File: config.mk
export PLATFORM = sky130hd
export DESIGN_NAME = shifter
export DESIGN_NICKNAME = d
export VERILOG_FILES = /design/src/rtl/alu_pkg.sv /design/src/rtl/shifter_stage.sv /design/src/rtl/shifter.sv
export SDC_FILE = /design/constraint.sdc
export NUM_CORES = 1
export LEC_CHECK = 0
export ABC_AREA = 1
export CAP_MARGIN = 20
export CORE_ASPECT_RATIO = 1.75
export CORE_UTILIZATION = 43
export DETAILED_ROUTE_END_ITERATION = 12
export HOLD_SLACK_MARGIN = 0.08
export MAX_ROUTING_LAYER = met4
export PLACE_DENSITY = 0.8
export SYNTH_ARGS = -nofsm -noshare
export SYNTH_HDL_FRONTEND = slang
export SYNTH_SLANG_ARGS = --single-unit
export TNS_END_PERCENT = 5
File: constraint.sdc
create_clock -name clk -period 1.66 [get_ports clk]
set_input_delay 0.415 -clock clk [delete_from_list [all_inputs] [get_ports clk]]
set_output_delay 0.415 -clock clk [all_outputs]
set_load 0.02 [all_outputs]
File: src/rtl/alu_pkg.sv
// Shared ALU definitions: shift/rotate operation codes and default datapath widths.
package alu_pkg;

  // Default datapath width and matching shift-amount width (log2 of the width).
  localparam int DEFAULT_WIDTH    = 32;
  localparam int DEFAULT_SA_WIDTH = 5;

  // Shift/rotate operation select codes as they appear on the SRO bus.
  typedef enum logic [1:0] {
    SRO_SLL  = 2'b00,
    SRO_SRL  = 2'b01,
    SRO_SRA  = 2'b10,
    SRO_ROTR = 2'b11
  } sro_e;

endpackage

File: src/rtl/shifter_stage.sv
// One level of the log shifter: conditionally shifts right by DIST, with the
// vacated top bits taken from the low bits of a separately supplied fill source.
module shifter_stage #(
  parameter int WIDTH = 32,
  parameter int DIST  = 1
) (
  input  logic [WIDTH-1:0] din,
  input  logic [WIDTH-1:0] fill_src,
  input  logic             en,
  output logic [WIDTH-1:0] dout
);

  // Only the low DIST bits of the fill source ever enter the result; the rest
  // are deliberately ignored so every stage can share one full-width fill bus.
  logic w_unusedFill;
  assign w_unusedFill = ^fill_src[WIDTH-1:DIST];

  // Shift right by DIST when enabled, otherwise pass the data straight through.
  always_comb begin
    dout = din;
    if (en) begin
      dout = {fill_src[DIST-1:0], din[WIDTH-1:DIST]};
    end
  end

endmodule

File: src/rtl/shifter.sv
// Registered 32-bit barrel shifter for the ALU: SLL, SRL, SRA and rotate-right.
// A single right-shifting log network is shared by all four operations; left
// shifts are done by bit-reversing the operand going in and the result coming out.
module shifter
  import alu_pkg::*;
#(
  parameter int WIDTH    = DEFAULT_WIDTH,
  parameter int SA_WIDTH = DEFAULT_SA_WIDTH
) (
  input  logic                clk,
  input  logic                reset,
  input  logic [SA_WIDTH-1:0] SA,
  input  logic [1:0]          SRO,
  input  logic [WIDTH-1:0]    Data,
  output logic [WIDTH-1:0]    Result
);

  sro_e             w_op;
  logic             w_isLeft;
  logic             w_isRotate;
  logic             w_fillBit;
  logic [WIDTH-1:0] w_dataRev;
  logic [WIDTH-1:0] w_netRev;
  logic [WIDTH-1:0] w_shifted;
  logic [WIDTH-1:0] r_result;

  // w_stage[0] is the network input, w_stage[k+1] the output of stage k.
  logic [WIDTH-1:0] w_stage [SA_WIDTH+1];
  logic [WIDTH-1:0] w_fill  [SA_WIDTH];

  assign w_op = sro_e'(SRO);

  // Decode the operation into left/rotate flags and the single fill bit used by plain shifts.
  always_comb begin
    w_isLeft   = 1'b0;
    w_isRotate = 1'b0;
    w_fillBit  = 1'b0;
    case (w_op)
      SRO_SLL:  w_isLeft   = 1'b1;
      SRO_SRL:  w_fillBit  = 1'b0;
      SRO_SRA:  w_fillBit  = Data[WIDTH-1];
      SRO_ROTR: w_isRotate = 1'b1;
      default:  w_fillBit  = 1'b0;
    endcase
  end

  // Bit-reverse wiring for the operand and for the network output.
  for (genvar i = 0; i < WIDTH; i++) begin : g_reverse
    assign w_dataRev[i] = Data[WIDTH-1-i];
    assign w_netRev[i]  = w_stage[SA_WIDTH][WIDTH-1-i];
  end

  assign w_stage[0] = w_isLeft ? w_dataRev : Data;

  // Per-stage fill source: a rotate recycles the stage's own low bits, every other op shifts in the fill bit.
  always_comb begin
    for (int k = 0; k < SA_WIDTH; k++) begin
      w_fill[k] = {WIDTH{w_fillBit}};
      if (w_isRotate) begin
        w_fill[k] = w_stage[k];
      end
    end
  end

  // Stages run from the largest distance down to 1, each enabled by its own SA bit.
  for (genvar k = 0; k < SA_WIDTH; k++) begin : g_stage
    shifter_stage #(
      .WIDTH (WIDTH),
      .DIST  (1 << (SA_WIDTH-1-k))
    ) u_stage (
      .din      (w_stage[k]),
      .fill_src (w_fill[k]),
      .en       (SA[SA_WIDTH-1-k]),
      .dout     (w_stage[k+1])
    );
  end

  assign w_shifted = w_isLeft ? w_netRev : w_stage[SA_WIDTH];

  // Register the shifted value; a synchronous reset clears it and discards that cycle's operation.
  always_ff @(posedge clk) begin
    if (reset) begin
      r_result <= '0;
    end else begin
      r_result <= w_shifted;
    end
  end

  assign Result = r_result;

endmodule

Word level (Yosys, flattened, before mapping)
Cells that the tools add are included.

storage, ports and cells
  flip-flop bits (word level) = 32
  input port bits = 41
  output and inout bits = 32

operators by class
  equal/unequal tests = 2
  mux-type cells = 15
  reductions and logical operators = 1

operators by type and width
  cell                number
  $mux 32             7
  $mux 16             1
  $mux 8              1
  $eq 2x2->1 const B  2
  $mux 1              4
  $mux 4              1
  $logic_not 2->1     1
  $mux 2              1

Longest topological paths before layout
Gate-level depths: netlist of run 1.

  depth in word-level cells = 14
  gate-level depth with buffers = 15
  gate-level depth less buffers = 14

Hierarchy
From an unflattened synthesis of run 1, not the netlist that was laid out.

second synthesis, totals
  cell total of the unflattened synthesis = 1168
  area total of the unflattened synthesis = 5873.1 um^2

modules (own cells, without submodules)
  module                                  times used  cells each  area an instance (um^2)  seq. area each (um^2)
  shifter                                 1           648         3388.2                   640.6
  shifter_stage (g_stage[2].u_stage ...)  3           104         494.2                    0.0
  shifter_stage (g_stage[0].u_stage)      1           104         505.5                    0.0
  shifter_stage (g_stage[1].u_stage)      1           104         496.7                    0.0

Worst setup path after synthesis of run 1
OpenSTA, ideal clock, no wires.

  path type = input port to flip-flop
  start = in SA[3]
  end = reg r_result[7], in the netlist Result[7]
  data arrival time = 1578 ps
  data required time = 1548 ps
  slack = -30 ps
  cell stages on the path = 10
  path through = clkbuf_1 -> inv_1 -> buf_1 -> nand3_1 -> nand3_1 -> nand3_1 -> nand3_1 -> nand3_1 -> nand2_1 -> nor2_1

on the way
  cells in the longest elaborated chain, start to end = 5

RTL lines
  what                    line                 source
  start: declaration      shifter.sv:12        input logic [SA_WIDTH-1:0] SA,
  $mux 32 (4 in series)   shifter_stage.sv:21  if (en) begin
  $mux 32                 shifter.sv:78        assign w_shifted = w_isLeft ? w_netRev : w_stage[SA_WIDTH];
  end signal: assignment  shifter.sv:85        r_result <= w_shifted;
  end: declaration        shifter.sv:25        logic [WIDTH-1:0] r_result;

No other way between the ends.
A chain may end at the register's enable or synchronous reset.

Final worst setup path of run 1
  start = in SRO[0]
  end = reg r_result[5], in the netlist Result[5]

on the way
  cells in the longest elaborated chain, start to end = 10

RTL lines
  what                                       line                                source
  start: declaration                         shifter.sv:13                       input logic [1:0] SRO,
  $logic_not 2->1                            shifter.sv:38                       case (w_op)
  $mux 1                                     shifter.sv:38
  $mux 32                                    shifter.sv:53                       assign w_stage[0] = w_isLeft ? w_dataRev : Data;
  $mux 16 / $mux 32 (equally long branches)  shifter.sv:59, shifter_stage.sv:21
  $mux 32 / $mux 8 (equally long branches)   shifter_stage.sv:21, shifter.sv:59
  $mux 32 / $mux 4 (equally long branches)   shifter_stage.sv:21, shifter.sv:59
  $mux 32 (3 in series)                      shifter_stage.sv:21
  $mux 32 *                                  shifter.sv:78

Every way passes the cells marked *; elsewhere a longest branch is shown, timed or not.

==> summary.txt, run 1 <==
Worst setup path
  – WP data required: about 1.9 ns
  – Critical setup path kind: primary input to flop
  – Arr. time, crit path: around 2.1 ns
  – Max FO, Critical Path: 8
  – Worst setup EP type: flop
  – CP Launch Type: primary input

Drt
  – Final ANT Viol Nets: 0
  – Initial drt markers: roughly 800
  – Drt via density: roughly 6.5
  – Drt drc: 0
  – Final WL: a little under 20 mm
  – Routed via count: ~6000
  – WL per Instance: 20.8 um
  – First drt pass iteration count: 5

Power and ir drop
  – Net Sw Power: 0.00174 W
  – Clock share of power: about a quarter
  – Sequential share of power: approximately a fifth
  – Total power: ~0.0041 W
  – Combinational share of power: 53.9%
  – Max VDD drop: about 520 uV
  – Net Sw Frac: a little over two fifths
  – Pwr dens: approximately 590 nW/um2
  – Leak Pwr: around 3.4 nW
  – P_int: approximately 0.0024 W

Floorplan
  – Initial Utilization: ~45%
  – IO Pins: 73
  – Die Y: between 100 and 150 um
  – Core area: between 8000 and 9000 um2
  – Chip Width: ~72 um
  – # rows: between 40 and 50
  – Die footprint: between 9000 and 10000 um2

Synth
  – Synth Net Count: around 760
  – Post-Synthesis Cells: 720
  – Sequential share of the synthesized area: between 15 and 20%
  – Synth unique cells: 19
  – YS warnings: 0
  – Seq cells post-synth: 32
  – Synthesized area: between 3000 and 4000 um2
  – Syn Area/Cell: just over 5 um2

Min path
  – Hold Crit Class: primary input to flop
  – Hold Crit Depth: 5

Place
  – Placed instance area: 4790 um2
  – Post-DP HPWL: around 12 mm
  – GP Congestion: 1.07
  – Pre-CTS setup slack: -0.938 ns
  – Port bufs: 72

Clocking
  – CTS tree: built
  – Htree depth: 2
  – CTS Hold Buffers Added: 0
  – CTS Root Cell: clkbuf_16
  – CTS Buffer Depth: 2
  – Reg clk slew, reported paths: 0.05 ns
  – Num CTS Buffers: 5
  – Clock sink total: 32

Global routing
  – Vias in the first global route: between 5000 and 6000
  – Tot GR Track Use: 35.5%
  – Largest net degree at the start of global routing: 33
  – Antenna violations before repair: 0
  – First-pass GRT wire length: about 24 mm
  – Remaining Overflow, GRT: 0

Timing
  – Hold WS: roughly 1 ns
  – Tmin final: approximately 1.9 ns
  – Hold Vio Cnt, Final: 0
  – Final worst-path cycle share: 112%
  – Setup ws final: -0.200 ns
  – Slew HR: 66.7%
  – RSZ-0062 raised after global routing: true
  – Max Slew Vio Count: 0
  – Final Setup Violations: 32
  – Worst Max-Slew Pin Slew: between 0.5 and 0.6 ns
  – Setup TNS: -3.34 ns
  – Fmax: roughly 0.54 GHz

Status
  – Status: finished, violations left
  – Failing checks: setup timing

Flow run
  – Maxcap violations: 0

Finish
  – Most frequent cells in the layout: nand3_2 (185), nand2_1 (140), nand3_1 (85)
  – Commonest non-fill, non-tap cell in the layout: nand3_2
  – Share of cells above drive strength 1: between 40% and 50%
  – Largest register FFs: 32
  – Area grow syn2layout: 88.3%
  – Nets: between 800 and 900
  – Final instance area: roughly 7000 um2
  – N_diodes: 0
metrics by stage:
step | cells | util, %
floorplan | 720 | -
global placement | 903 | 57.6
detailed placement | 903 | 57.6
CTS | 915 | 64.8
global route | 928 | 84.1
finish | 928 | 84.1
cells by family (layout without fill, tap and decap cells):
| kind of cell | after synthesis | in the layout | synth area share [%] |
|---|---|---|---|
| buffers and inverters | 90 | 182 | 10.8 |
| AO/OA/AOI/OAI | 19 | 19 | 2.66 |
| flip-flops | 32 | 32 | 17.3 |
| AND/OR/NAND/NOR | 579 | 580 | 69.3 |
Yosys cell counts (all sizes together):
master,count,area (um2)
inv,40,150
nand3,302,1520
nor2,65,249
buf,39,210
a21oi,2,10.0
clkbuf,11,41.3
nand2,212,806
dfxtp,32,641
o21ai,17,88.8
critical path, cell delays in order:
cell and delay, ns:
buf_12 0.12, inv_8 0.08, nand3_4 0.12, buf_12 0.17, buf_4 0.14, o21ai_2 0.06
nand2_2 0.12, nand3_4 0.11, nand2_1 0.06, nand2_1 0.08, nand2_1 0.08, nand2_2 0.10
nand3_2 0.11, nand2_2 0.11, nor2_1 0.05, nor2_1 0.15
cell type report:
class / instances / area, um2
inverter: 40 / 163
multi-input combinational: 599 / 4350
clock buffer: 5 / 125
clock inverter: 3 / 42.5
sequential: 32 / 641
tap: 115 / 144
fill: 489 / 1320
timing repair buffer: 134 / 1530
routing by layer:
layer / global-route usage [%] / vias to the layer above / share of wire [%]
met2: 62.6 / 463 / 50
li1: - / 2599 / -
met4: 24.0 / 0 / 10
met5: - / - / 0
met1: 35.8 / 2774 / 32
met3: 3.32 / 183 / 7.6
power groups by stage:
stage | clock [W] | combinational, W | sequential [W]
6_report | 0.00104 | 0.00223 | 0.000872
5_1_grt | 0.00106 | 0.00235 | 0.000876
4_1_cts | 0.00102 | 0.00166 | 0.000872
3_5_place_dp | 0 | 0.00153 | 0.000885
3_3_place_gp | 0 | 0.00151 | 0.000882
2_1_floorplan | 0 | 0.000836 | 0.000986
timing repair:
action | 4_1_cts | 5_1_grt
pin swaps | 22 | 110
resized for setup | 105 | 348
endpoints found under the hold margin | 0 | 0
gates cloned | 1 | 7
buffers inserted | 3 | 8
endpoints found under the setup margin | 33 | 33
path summary, 6_finish.rpt:
check / from / endpoint
worst min-delay path: reset / Result[2]
worst max-delay path: SRO[0] / Result[5]
No activity file was read; power rests on OpenSTA's default activity.
==> run 2, diff against run 1 <==
--- a/config.mk
+++ b/config.mk
@@ -6,6 +6,7 @@
 export NUM_CORES = 1
 export LEC_CHECK = 0
 export ABC_AREA = 1
+export ABC_CLOCK_PERIOD_IN_PS = 1660
 export CAP_MARGIN = 20
 export CORE_ASPECT_RATIO = 1.75
 export CORE_UTILIZATION = 43
==> results of run 2 <==
Same layout as run 1: the final DEF is identical, and so are final timing and power.
==> run 3, diff against run 2 <==
--- a/config.mk
+++ b/config.mk
@@ -11,7 +11,6 @@
 export CORE_ASPECT_RATIO = 1.75
 export CORE_UTILIZATION = 43
 export DETAILED_ROUTE_END_ITERATION = 12
-export HOLD_SLACK_MARGIN = 0.08
 export MAX_ROUTING_LAYER = met4
 export PLACE_DENSITY = 0.8
 export SYNTH_ARGS = -nofsm -noshare
==> results of run 3 <==
Same layout as run 1: the final DEF is identical, and so are final timing and power.
